===== src/rtl/shift_mult_unit_if.sv =====
// Operand/result bundle between the ALU and shift_mult_unit; WIDTH must match the unit.
// With PRODUCT_HI_EN defined the bundle also carries PRODUCT_HI and MUL_OVF.
interface shift_mult_unit_if #(parameter int WIDTH = 8);
  logic             IN_VALID;
  logic [WIDTH-1:0] DATA1;
  logic [WIDTH-1:0] DATA2;
  logic [1:0]       SHIFTOP;
  logic [WIDTH-1:0] SHIFT_RESULT;
  logic [WIDTH-1:0] PRODUCT;
  logic             OUT_VALID;
`ifdef PRODUCT_HI_EN
  logic [WIDTH-1:0] PRODUCT_HI;
  logic             MUL_OVF;

  modport master (
    output IN_VALID, DATA1, DATA2, SHIFTOP,
    input  SHIFT_RESULT, PRODUCT, OUT_VALID, PRODUCT_HI, MUL_OVF
  );
  modport slave (
    input  IN_VALID, DATA1, DATA2, SHIFTOP,
    output SHIFT_RESULT, PRODUCT, OUT_VALID, PRODUCT_HI, MUL_OVF
  );
`else
  modport master (
    output IN_VALID, DATA1, DATA2, SHIFTOP,
    input  SHIFT_RESULT, PRODUCT, OUT_VALID
  );
  modport slave (
    input  IN_VALID, DATA1, DATA2, SHIFTOP,
    output SHIFT_RESULT, PRODUCT, OUT_VALID
  );
`endif
endinterface


===== src/rtl/shift_mult_unit.sv =====
// Barrel shift + truncated unsigned multiply, both registered with 1-cycle latency, no backpressure.
// Define PRODUCT_HI_EN to also register the upper product half (PRODUCT_HI) and flag MUL_OVF.
module shift_mult_unit #(
  parameter int WIDTH = 8
) (
  input logic             CLK,
  input logic             RESET,
  shift_mult_unit_if.slave bus
);

  localparam int LOG2W = $clog2(WIDTH);

  logic [WIDTH-1:0] shift_stage;
  logic [WIDTH-1:0] shift_nxt;
  logic             out_of_range;

  // One mux stage per amount bit, stage k moves by 2**k positions.
  always_comb begin
    shift_stage = bus.DATA1;
    for (int k = 0; k < LOG2W; k++) begin
      if (bus.DATA2[k]) begin
        case (bus.SHIFTOP)
          2'b00:   shift_stage = shift_stage << (1 << k);
          2'b01:   shift_stage = shift_stage >> (1 << k);
          2'b10:   shift_stage = $signed(shift_stage) >>> (1 << k);
          default: shift_stage = (shift_stage >> (1 << k)) |
                                 (shift_stage << (WIDTH - (1 << k)));
        endcase
      end
    end
  end

  // Amounts >= WIDTH saturate; rotate simply ignores the upper amount bits.
  always_comb begin
    out_of_range = |bus.DATA2[WIDTH-1:LOG2W];
    shift_nxt    = shift_stage;
    if (out_of_range) begin
      case (bus.SHIFTOP)
        2'b00, 2'b01: shift_nxt = '0;
        2'b10:        shift_nxt = {WIDTH{bus.DATA1[WIDTH-1]}};
        default:      shift_nxt = shift_stage;
      endcase
    end
  end

`ifdef PRODUCT_HI_EN
  logic [2*WIDTH-1:0] prod_acc;

  always_comb begin
    prod_acc = '0;
    for (int i = 0; i < WIDTH; i++) begin
      if (bus.DATA2[i]) begin
        prod_acc = prod_acc + ({{WIDTH{1'b0}}, bus.DATA1} << i);
      end
    end
  end

  assign bus.MUL_OVF = |bus.PRODUCT_HI;
`else
  // Partial products are truncated as they are added; the upper half is never built.
  logic [WIDTH-1:0] prod_acc;

  always_comb begin
    prod_acc = '0;
    for (int i = 0; i < WIDTH; i++) begin
      if (bus.DATA2[i]) begin
        prod_acc = prod_acc + (bus.DATA1 << i);
      end
    end
  end
`endif

  always_ff @(posedge CLK or negedge RESET) begin
    if (!RESET) begin
      bus.OUT_VALID    <= 1'b0;
      bus.SHIFT_RESULT <= '0;
      bus.PRODUCT      <= '0;
`ifdef PRODUCT_HI_EN
      bus.PRODUCT_HI   <= '0;
`endif
    end else begin
      bus.OUT_VALID <= bus.IN_VALID;
      if (bus.IN_VALID) begin
        bus.SHIFT_RESULT <= shift_nxt;
        bus.PRODUCT      <= prod_acc[WIDTH-1:0];
`ifdef PRODUCT_HI_EN
        bus.PRODUCT_HI   <= prod_acc[2*WIDTH-1:WIDTH];
`endif
      end
    end
  end

endmodule


===== src/flat_wrapper.sv =====
// flat-port wrapper written by rule: the top's interface ports become plain ports
module shift_mult_unit_flat 
#(
  parameter int WIDTH = 8
)
  (CLK, RESET, bus_IN_VALID, bus_DATA1, bus_DATA2, bus_SHIFTOP, bus_SHIFT_RESULT, bus_PRODUCT, bus_OUT_VALID);
  shift_mult_unit_if #(.WIDTH(WIDTH)) bus_i ();
  input logic CLK;
  input logic RESET;
  input wire logic [$bits(bus_i.IN_VALID)-1:0] bus_IN_VALID;
  input wire logic [$bits(bus_i.DATA1)-1:0] bus_DATA1;
  input wire logic [$bits(bus_i.DATA2)-1:0] bus_DATA2;
  input wire logic [$bits(bus_i.SHIFTOP)-1:0] bus_SHIFTOP;
  output wire logic [$bits(bus_i.SHIFT_RESULT)-1:0] bus_SHIFT_RESULT;
  output wire logic [$bits(bus_i.PRODUCT)-1:0] bus_PRODUCT;
  output wire logic [$bits(bus_i.OUT_VALID)-1:0] bus_OUT_VALID;
  assign bus_i.IN_VALID = bus_IN_VALID;
  assign bus_i.DATA1 = bus_DATA1;
  assign bus_i.DATA2 = bus_DATA2;
  assign bus_i.SHIFTOP = bus_SHIFTOP;
  assign bus_SHIFT_RESULT = bus_i.SHIFT_RESULT;
  assign bus_PRODUCT = bus_i.PRODUCT;
  assign bus_OUT_VALID = bus_i.OUT_VALID;
  shift_mult_unit #(.WIDTH(WIDTH)) u_core (.CLK(CLK), .RESET(RESET), .bus(bus_i));
endmodule

===== config.mk =====
export PLATFORM = sky130hd
export DESIGN_NAME = shift_mult_unit_flat
export DESIGN_NICKNAME = d
export VERILOG_FILES = /design/src/rtl/shift_mult_unit_if.sv /design/src/rtl/shift_mult_unit.sv /design/src/flat_wrapper.sv
export SDC_FILE = /design/constraint.sdc
export NUM_CORES = 1
export LEC_CHECK = 0
export CAP_MARGIN = 10
export CORE_ASPECT_RATIO = 0.8
export CORE_MARGIN = 2
export CORE_UTILIZATION = 45
export DETAILED_ROUTE_END_ITERATION = 10
export PLACE_DENSITY = 0.69
export REMOVE_ABC_BUFFERS = 1
export SYNTH_ARGS = -nofsm -noshare
export SYNTH_HDL_FRONTEND = slang
export SYNTH_SLANG_ARGS = --single-unit

===== constraint.sdc =====
create_clock -name CLK -period 1.45 [get_ports CLK]
set_input_delay 0.29 -clock CLK [delete_from_list [all_inputs] [get_ports CLK]]
set_output_delay 0.29 -clock CLK [all_outputs]
set_load 0.05 [all_outputs]

* Word level (Yosys, flattened, before mapping) *
Cells that the tools add are included.

cells by class
  divide/modulo/power cells = 0
  reductions and logical operators = 3
  bitwise logic cells = 3
  add/sub/neg operators = 7
  $mul = 0
  equal/unequal tests = 2
  shifts and indexed selects = 0
  $lt $le $gt $ge = 0
  mux-type cells = 16

operator list
  operator                                              number
  two-way mux 8 bit                                     12
  case mux 8 bit (3 select lines)                       3
  adder 8 bit                                           7
  case mux 8 bit (2 select lines)                       1
  OR 4 x 8 -> 8 bit                                     1
  OR 6 x 8 -> 8 bit                                     1
  OR 7 x 8 -> 8 bit                                     1
  OR reduction 5 bit                                    1
  equality test 2 x 1 -> 1 bit (second input constant)  1
  equality test 2 bit (second input constant)           1
  zero test 2 bit                                       1
  OR reduction 2 bit                                    1

word-level totals
  bits of input ports = 21
  latch bits = 0
  memory bits (writable) = 0
  word-level logic and storage cells = 34
  memories = 0
  register bits = 17
  ROM bits = 0

* Depth between registers and ports, before layout *
Gate-level depths: netlist of the first run.

  word-level depth = 15
  gate-level depth with buffers = 37

* Least setup slack after synthesis of the first run *
OpenSTA, ideal clock, no wires.

  kind = input-to-reg
  from = input bus_DATA2[0]
  to = register u_core.bus.PRODUCT[7]
  setup time = 137 ps
  data required time = 1313 ps
  path slack = -4863 ps
  arrival = 6176 ps
  buffers on the path = 2
  cell stages on the path = 35
  cells stage by stage = buf_6 > clkbuf_1 > nand2_1 > inv_1 > ha_1 > ha_1 > o211ai_1 > a31oi_1 > or3_1 > a31o_2 > ha_1 > o21ai_0 > nor2_1 > nor2_1 > mux2_2 > ha_1 > xnor2_1 > nand2_1 > o21ai_1 > inv_1 > fa_1 > nand2_1 > o21ai_0 > ha_1 > fa_1 > a21oi_1 > a21oi_1 > ha_1 > xor2_1 > nand2_1 > xnor3_1 > xnor2_1 > xnor3_1 > xnor2_1 > a21oi_1

between the ends
  word-level cells in the longest chain between the ends = 15

ends and longest elaborated chain
  element                line                      text
  start, declared        flat_wrapper.sv:12        input wire logic [$bits(bus_i.DATA2)-1:0] bus_DATA2;
  two-way mux 8 bit (*)  shift_mult_unit.sv:66     if (bus.DATA2[i]) begin
  adder 8 bit            shift_mult_unit.sv:67     prod_acc = prod_acc + (bus.DATA1 << i);
  two-way mux 8 bit (*)  shift_mult_unit.sv:66
  adder 8 bit            shift_mult_unit.sv:67
  two-way mux 8 bit (*)  shift_mult_unit.sv:66
  adder 8 bit            shift_mult_unit.sv:67
  two-way mux 8 bit (*)  shift_mult_unit.sv:66
  adder 8 bit            shift_mult_unit.sv:67
  two-way mux 8 bit (*)  shift_mult_unit.sv:66
  adder 8 bit            shift_mult_unit.sv:67
  two-way mux 8 bit (*)  shift_mult_unit.sv:66
  adder 8 bit            shift_mult_unit.sv:67
  two-way mux 8 bit (*)  shift_mult_unit.sv:66
  adder 8 bit            shift_mult_unit.sv:67
  two-way mux 8 bit (*)  shift_mult_unit.sv:66
  end signal, assigned   shift_mult_unit.sv:85     bus.PRODUCT <= prod_acc[WIDTH-1:0];
  end, declared          shift_mult_unit_if.sv:30  output SHIFT_RESULT, PRODUCT, OUT_VALID

Mark *: on every way between the ends. The rest lies on a longest branch, timed or not.
A chain may end at the register's enable or synchronous reset.

* Worst setup path after layout of the first run *
  from = input bus_DATA1[5]
  to = register u_core.bus.PRODUCT[7]

between the ends
  word-level cells in the longest chain between the ends = 15

ends and longest elaborated chain
  element                line                   text
  start, declared        flat_wrapper.sv:11     input wire logic [$bits(bus_i.DATA1)-1:0] bus_DATA1;
  two-way mux 8 bit      shift_mult_unit.sv:66
  adder 8 bit            shift_mult_unit.sv:67
  two-way mux 8 bit      shift_mult_unit.sv:66
  adder 8 bit            shift_mult_unit.sv:67
  two-way mux 8 bit (*)  shift_mult_unit.sv:66
  adder 8 bit            shift_mult_unit.sv:67
  two-way mux 8 bit (*)  shift_mult_unit.sv:66
  adder 8 bit            shift_mult_unit.sv:67
  two-way mux 8 bit (*)  shift_mult_unit.sv:66
  adder 8 bit            shift_mult_unit.sv:67
  two-way mux 8 bit (*)  shift_mult_unit.sv:66
  adder 8 bit            shift_mult_unit.sv:67
  two-way mux 8 bit (*)  shift_mult_unit.sv:66
  adder 8 bit            shift_mult_unit.sv:67
  two-way mux 8 bit (*)  shift_mult_unit.sv:66

Marked as above.

==> results of run 1 <==
[synthesized netlist by cell type, types with 3 or more instances]
cell      count  area [sq um]
nor2_1       35         131.4
nand2_1      34         127.6
a21oi_1      27         135.1
o21ai_0      20         100.1
ha_1         19         237.7
dfrtp_1      17         425.4
inv_1        17         63.81
clkbuf_1     11         41.29
a21o_1        9         67.56
nand3_1       9         45.04
a31oi_1       8         50.05
xnor2_1       8         70.07
mux2i_1       6         60.06
nand2b_1      6         37.54
xor2_1        6         52.55
and2_1        5         31.28
fa_1          4         80.08
mux2_2        4         45.04
nor2b_1       4         25.02
a211oi_1      3         22.52
a21boi_0      3         22.52
buf_6         3         33.78
o211ai_1      3         22.52
o22ai_1       3         18.77
[layout make-up]
cell class / instances / area share (%)
well taps: 62 / 1.806
flip-flops and latches: 17 / 9.904
multi-input cells: 261 / 53.77
clock buffers: 3 / 0.9613
repair buffers: 136 / 31.90
clock inverters: 1 / 0.1165
inverters: 17 / 1.544
[worst min path at each step]
stage,from,end,slack (ps),depth (start not counted)
after floorplan,RESET,u_core.bus.OUT_VALID$_DFF_PN0_,-6,0
after global placement,u_core.bus.SHIFT_RESULT[0]$_DFFE_PN0P_,u_core.bus.SHIFT_RESULT[0]$_DFFE_PN0P_,550,2
after detailed placement,u_core.bus.PRODUCT[0]$_DFFE_PN0P_,u_core.bus.PRODUCT[0]$_DFFE_PN0P_,560,2
after CTS,RESET,u_core.bus.OUT_VALID$_DFF_PN0_,370,2
after global routing,RESET,u_core.bus.PRODUCT[5]$_DFFE_PN0P_,410,2
final,RESET,u_core.bus.PRODUCT[5]$_DFFE_PN0P_,380,2
[routing by layer]
metal  up-vias  global-route usage (%)  part of all wire [%]
met5         -                       0                     0
met4         0                   10.76                   5.6
met2       223                   51.91                    49
li1       1364                       -                     -
met1      1487                   37.67                    38
met3        64                   3.929                   7.7
[critical path: cells and delay by family]
family                   cells  cell delay [ps]
AND/OR/NAND/NOR              7              900
buffers and inverters        5              890
XOR/XNOR                     7             1290
adder cells (fa/ha/maj)      6             1750
multiplexers                 1              260
AO/OA/AOI/OAI                8             1040
[power breakdown]
part / total, mW / internal (mW) / switching, mW / leakage, nW
Combinational: 2.92 / 1.50 / 1.42 / 1.73
Clock: 0.378 / 0.192 / 0.186 / 0.0255
Sequential: 0.652 / 0.554 / 0.0978 / 0.203
[registers in the layout, summed over array words and instances (netlist names)]
signal and count:
u_core.bus.PRODUCT 8, u_core.bus.OUT_VALID 1, u_core.bus.SHIFT_RESULT 8
[logic make-up (layout without fill, tap and decap cells)]
logic type | Yosys count | after routing | share of synthesized area [%]
XOR/XNOR | 16 | 16 | 7.005
AND/OR/NAND/NOR | 111 | 111 | 22.43
flip-flops | 17 | 17 | 17.77
multiplexers | 13 | 13 | 6.744
buffers and inverters | 34 | 157 | 6.638
AO/OA/AOI/OAI | 98 | 98 | 26.14
adder cells (fa/ha/maj) | 23 | 23 | 13.28
[through the flow]
stage	util (%)	instance area, sq um	TNS, ps	instances	total power, mW
2_1_floorplan	-	2298	-16490	295	1.731
3_3_place_gp	67.22	3405	-27640	459	2.602
3_5_place_dp	67.22	3405	-28550	459	2.655
4_1_cts	80.26	4065	-16380	491	3.420
5_1_grt	84.81	4295	-18920	497	4.090
6_report	84.81	4295	-17910	497	3.948
[cell usage in the layout (no fill, tap or decap), types with 8 or more instances in the layout]
| master | synthesis | routed |
|---|---|---|
| dfrtp_1 | 17 | 17 |
| buf_6 | 3 | 15 |
| o21ai_2 | 0 | 10 |
| nand2_1 | 34 | 28 |
| nor2_1 | 35 | 30 |
| nand3_1 | 9 | 9 |
| a21o_1 | 9 | 8 |
| ha_4 | 0 | 12 |
| buf_12 | 0 | 19 |
| inv_1 | 17 | 12 |
| a21oi_1 | 27 | 19 |
| buf_4 | 2 | 85 |
[repair_timing]
item / 4_1_cts / 5_1_grt
pin swaps: 53 / 33
gates resized for setup: 141 / 45
gates cloned: 1 / 0
setup endpoints to repair: 15 / 14
buffers inserted: 27 / 9
==> metrics.txt, run 1 <==
status complete, but fails checks; failing checks negative setup slack; crit path DAT approximately 6500 ps; crit path from bus_DATA1[5]; R2R Path Start u_core.bus.PRODUCT[5]$_DFFE_PN0P_; Worst-Skew Late Latency 260 ps; Total Wirelength approximately 11 mm; Synth warnings 0; GP Congestion 0.9174; final hold violation count 0; drt first pass iters 5; CTS clk-pin slew, worst paths 70 ps; Iter 0 DRT Violations 304; clk sinks 17; R2R Setup Slk around 250 ps; FF+latch count, synth 17; Worst Setup EP u_core.bus.PRODUCT[7]$_DFFE_PN0P_; global-route wire length before repair 14.55 mm; CTS tree done; Post-DRT Antenna Nets 0; Hold WS 383.9 ps; RSZ-0062 raised after global routing true; drt drc 0; htree depth 1; Layout Skew 0 ps; total grt overflow 0; antenna cell count 0; worst r2r path cells 3; Max Fanout on Critical Path 4; max_cap viols 0; number of global-route vias before repair a little over 3000; CTS Buf Count 3; final setup vio count 14; Tot GR Track Use 29.86%; register area share after synthesis 17.77%; cell count after synthesis ~310; wire per inst about 22 um; Starting Density 47.26%; Setup WS pre-CTS -5362 ps; # IOs 38; Slew headroom between 70% and 80%; post-cts hold buffer count 0; Worst R2R End u_core.bus.PRODUCT[5]$_DFFE_PN0P_; PortBufs 37; Worst Tran Pin Value ~440 ps; Final period util 432.0%; crit end category flop; fmax approximately 160 MHz; Final Max Tran Viols 0; proportion of layout cells with a drive suffix above 1 50.34%; Core ar. between 5000 and 6000 sq um; synth unique cells 55; antenna violations before repair 0; number of enable flip-flop cells after synthesis 0; CP max stage cell fa_1; area of the die roughly 5900 sq um; detail-routed via count per cell between 6 and 7; register area 425.4 sq um; dpl hpwl 5.354 mm; vias after detailed routing 3138; synth-to-layout area growth 79.46%; CTS Root Cell clkbuf_8; Req. time, crit path 1640 ps; Die Y-Extent 69.23 um; CP max stage delay about 530 ps; clk buf depth 2; Post-Syn Area between 2000 and 2500 sq um; leakage slightly below 2 nW; Post-synth ARST share between 90% and 100%; die width between 80 and 90 um; final worst slack -4814 ps; fill count 255; Main synth FF type dfrtp_1; Final #Nets 480; pin count of the biggest net entering global routing 18; hold crit path type in -> async; Avg Cell Area, Syn between 7 and 8 sq um; # rows 23; Setup CP Type in -> reg; fin crit period around 6300 ps; peak supply drop ~0.83 mV; crit start category input pin; cell area power density roughly 900 nW/um^2; Multi-input gate area 2310 sq um
Power figures use the tool's default switching activity.
==> inputs of run 2 (changes only) <==
--- a/config.mk
+++ b/config.mk
@@ -5,12 +5,12 @@
 export SDC_FILE = /design/constraint.sdc
 export NUM_CORES = 1
 export LEC_CHECK = 0
-export CAP_MARGIN = 10
+export CAP_MARGIN = 15
 export CORE_ASPECT_RATIO = 0.8
 export CORE_MARGIN = 2
 export CORE_UTILIZATION = 45
 export DETAILED_ROUTE_END_ITERATION = 10
-export PLACE_DENSITY = 0.69
+export PLACE_DENSITY = 0.68
 export REMOVE_ABC_BUFFERS = 1
 export SYNTH_ARGS = -nofsm -noshare
 export SYNTH_HDL_FRONTEND = slang
==> run 2 against run 1 <==
  * The flow still finishes with violations (negative setup slack)
  * Sequential power decreased by 0.6%
  * Wire length decreased by 5.9%
  * Worst setup slack improved by 66 ps
==> metrics.txt, run 2 (synthesis results as in run 1) <==
antenna cell count 0 (unchanged); Worst-Skew Late Latency 260 ps (about the same); status complete, but fails checks (unchanged); # IOs 38 (unchanged); Top Registers u_core.bus.PRODUCT x8, u_core.bus.SHIFT_RESULT x8, u_core.bus.OUT_VALID x1 (unchanged); number of global-route vias before repair 2954 (was 3082); total power 3.877 mW (was 3.948 mW); area of the die 5922 sq um (unchanged); Core ar. 5065 sq um (unchanged); Layout Skew 0 ps (unchanged); synth-to-layout area growth 83.27% (was 79.46%); Setup WS pre-CTS -5403 ps (was -5362 ps); Final #Nets 488 (was 480); Req. time, crit path 1590 ps (was 1640 ps); Worst Tran Pin Value 391.4 ps (was 436.7 ps); max_cap viols 0 (unchanged); failing checks negative setup slack (unchanged); dpl cells 459 (unchanged); final setup vio count 14 (unchanged); most common cell after layout, fill and taps aside buf_4 (unchanged); PortBufs 37 (unchanged); crit path DAT 6330 ps (was 6460 ps); clk buf depth 2 (unchanged); Final period util 427.4% (was 432.0%); die width 85.54 um (unchanged); GP Congestion 0.9174 (unchanged); drt drc 0 (unchanged); CTS clk-pin slew, worst paths 70 ps (about the same); cell area power density 883.9 nW/um^2 (was 919.1 nW/um^2); RSZ-0062 raised after global routing true (unchanged); detail-routed via count per cell 6.111 (was 6.314); Final Max Tran Viols 0 (unchanged); dpl hpwl 5.293 mm (was 5.354 mm); wire per inst 20.02 um (was 21.63 um); peak supply drop 0.8952 mV (was 0.8280 mV); Setup CP Type in -> reg (unchanged); proportion of layout cells with a drive suffix above 1 52.14% (was 50.34%); Post-DRT Antenna Nets 0 (unchanged); fin crit period 6198 ps (was 6264 ps); Starting Density 47.26% (unchanged); clk sinks 17 (unchanged); CP max stage delay 430 ps (was 530 ps); final hold violation count 0 (unchanged); Iter 0 DRT Violations 244 (was 304); final worst slack -4748 ps (was -4814 ps); pin count of the biggest net entering global routing 18 (unchanged); htree depth 1 (unchanged); Max Fanout on Critical Path 5 (was 4); CTS Buf Count 3 (unchanged); worst r2r path cells 3 (unchanged); commonest cells after routing, fill and taps aside 91 x buf_4, 30 x nand2_1, 29 x nor2_1 (was 85 x buf_4, 30 x nor2_1, 28 x nand2_1); CP max stage cell fa_1 (unchanged); R2R Path Start u_core.bus.PRODUCT[5]$_DFFE_PN0P_ (unchanged); crit end category flop (unchanged); Slew headroom 73.57% (was 70.51%); drt first pass iters 5 (unchanged); total grt overflow 0 (unchanged); CTS tree done (unchanged); leakage 1.978 nW (was 1.955 nW); post-cts hold buffer count 0 (unchanged); Tot GR Track Use 29.17% (was 29.86%); Die Y-Extent 69.23 um (unchanged); fmax 161.3 MHz (was 159.6 MHz); crit path from bus_DATA1[1] (was bus_DATA1[5]); vias after detailed routing 3086 (was 3138); Total Wirelength 10.11 mm (was 10.75 mm); Post-Layout Cell Count 505 (was 497); hold crit path type in -> async (unchanged); global-route wire length before repair 14.06 mm (was 14.55 mm); # rows 23 (unchanged); crit-path most repeated cell buf_4; antenna violations before repair 0 (unchanged); CTS Root Cell clkbuf_8 (unchanged); crit start category input pin (unchanged)
## run 2: changes by cell type in the layout (fill, tap and decap cells not counted), moves of 3 or more
cell | previous run | this run
nor2_2 | 2 | 5
xnor2_1 | 3 | 6
nand2_2 | 4 | 1
a21oi_1 | 19 | 16
xnor2_2 | 4 | 1
clkdlybuf4s50_1 | 7 | 4
a21oi_2 | 7 | 10
o21ai_2 | 10 | 7
buf_4 | 85 | 91
## run 2: layer usage
metal | GRT usage [%] | part of all wire [%] | up-vias
li1 | - | - | 1386
met1 | 38.34 | 40 | 1476
met2 | 48.44 | 50 | 186
met3 | 4.643 | 6.6 | 38
met4 | 10.41 | 3.6 | 0
met5 | 0 | 0 | -
## run 2: final timing paths
check	to	slack (ps)
worst max-delay path	u_core.bus.PRODUCT[7]$_DFFE_PN0P_	-4750
worst min-delay path	u_core.bus.PRODUCT[4]$_DFFE_PN0P_	350
worst max register to register	u_core.bus.PRODUCT[5]$_DFFE_PN0P_	340
worst min register to register	u_core.bus.SHIFT_RESULT[0]$_DFFE_PN0P_	560
max in group asynchronous	u_core.bus.SHIFT_RESULT[5]$_DFFE_PN0P_	910
min in group CLK	u_core.bus.SHIFT_RESULT[0]$_DFFE_PN0P_	560
## run 2: metrics by stage
stage               utilization (%)  area [sq um]  TNS, ps  hold WS (ps)
detailed placement            67.22          3405   -28300         547.1
global route                  86.61          4387   -18450         378.2
CTS                           82.04          4155   -14840         354.9
finish                        86.61          4387   -17000         347.3
floorplan                         -          2298   -16490        -5.591
global placement              67.22          3405   -27530         549.6
## run 2: timing repair
| item | CTS | global route |
|---|---|---|
| pin swaps | 58 | 45 |
| buffers inserted | 67 | 12 |
| gates resized for setup | 166 | 37 |
| endpoints found under the setup margin | 15 | 14 |
## run 2: area by class of cell
type                       instances  area (sq um)
multi-input combinational        261          2345
timing repair buffer             144          1426
fill                             248         678.2
sequential                        17         425.4
tap                               62         77.57
inverter                          17         66.31
clock buffer                       3         41.29
clock inverter                     1         5.005
## run 2: worst max-delay path, delay by kind of cell
kind                     cells  cell delay (ps)
AO/OA/AOI/OAI               10             1590
adder cells (fa/ha/maj)      6             1510
XOR/XNOR                     7             1340
buffers and inverters        8             1050
multiplexers                 1              290
AND/OR/NAND/NOR              3              250
## run 2: where the power goes
part	total [mW]	internal, mW	switching, mW
sequential	0.648	0.555	0.0936
clock	0.372	0.191	0.180
combinational	2.86	1.48	1.38
total	3.88	2.23	1.65
==> inputs of run 3 (changes only) <==
--- a/config.mk
+++ b/config.mk
@@ -12,6 +12,7 @@
 export DETAILED_ROUTE_END_ITERATION = 10
 export PLACE_DENSITY = 0.68
 export REMOVE_ABC_BUFFERS = 1
+export SLEW_MARGIN = 10
 export SYNTH_ARGS = -nofsm -noshare
 export SYNTH_HDL_FRONTEND = slang
 export SYNTH_SLANG_ARGS = --single-unit
==> results of run 3 <==
The final DEF is identical to that of run 2; final timing and power are the same.
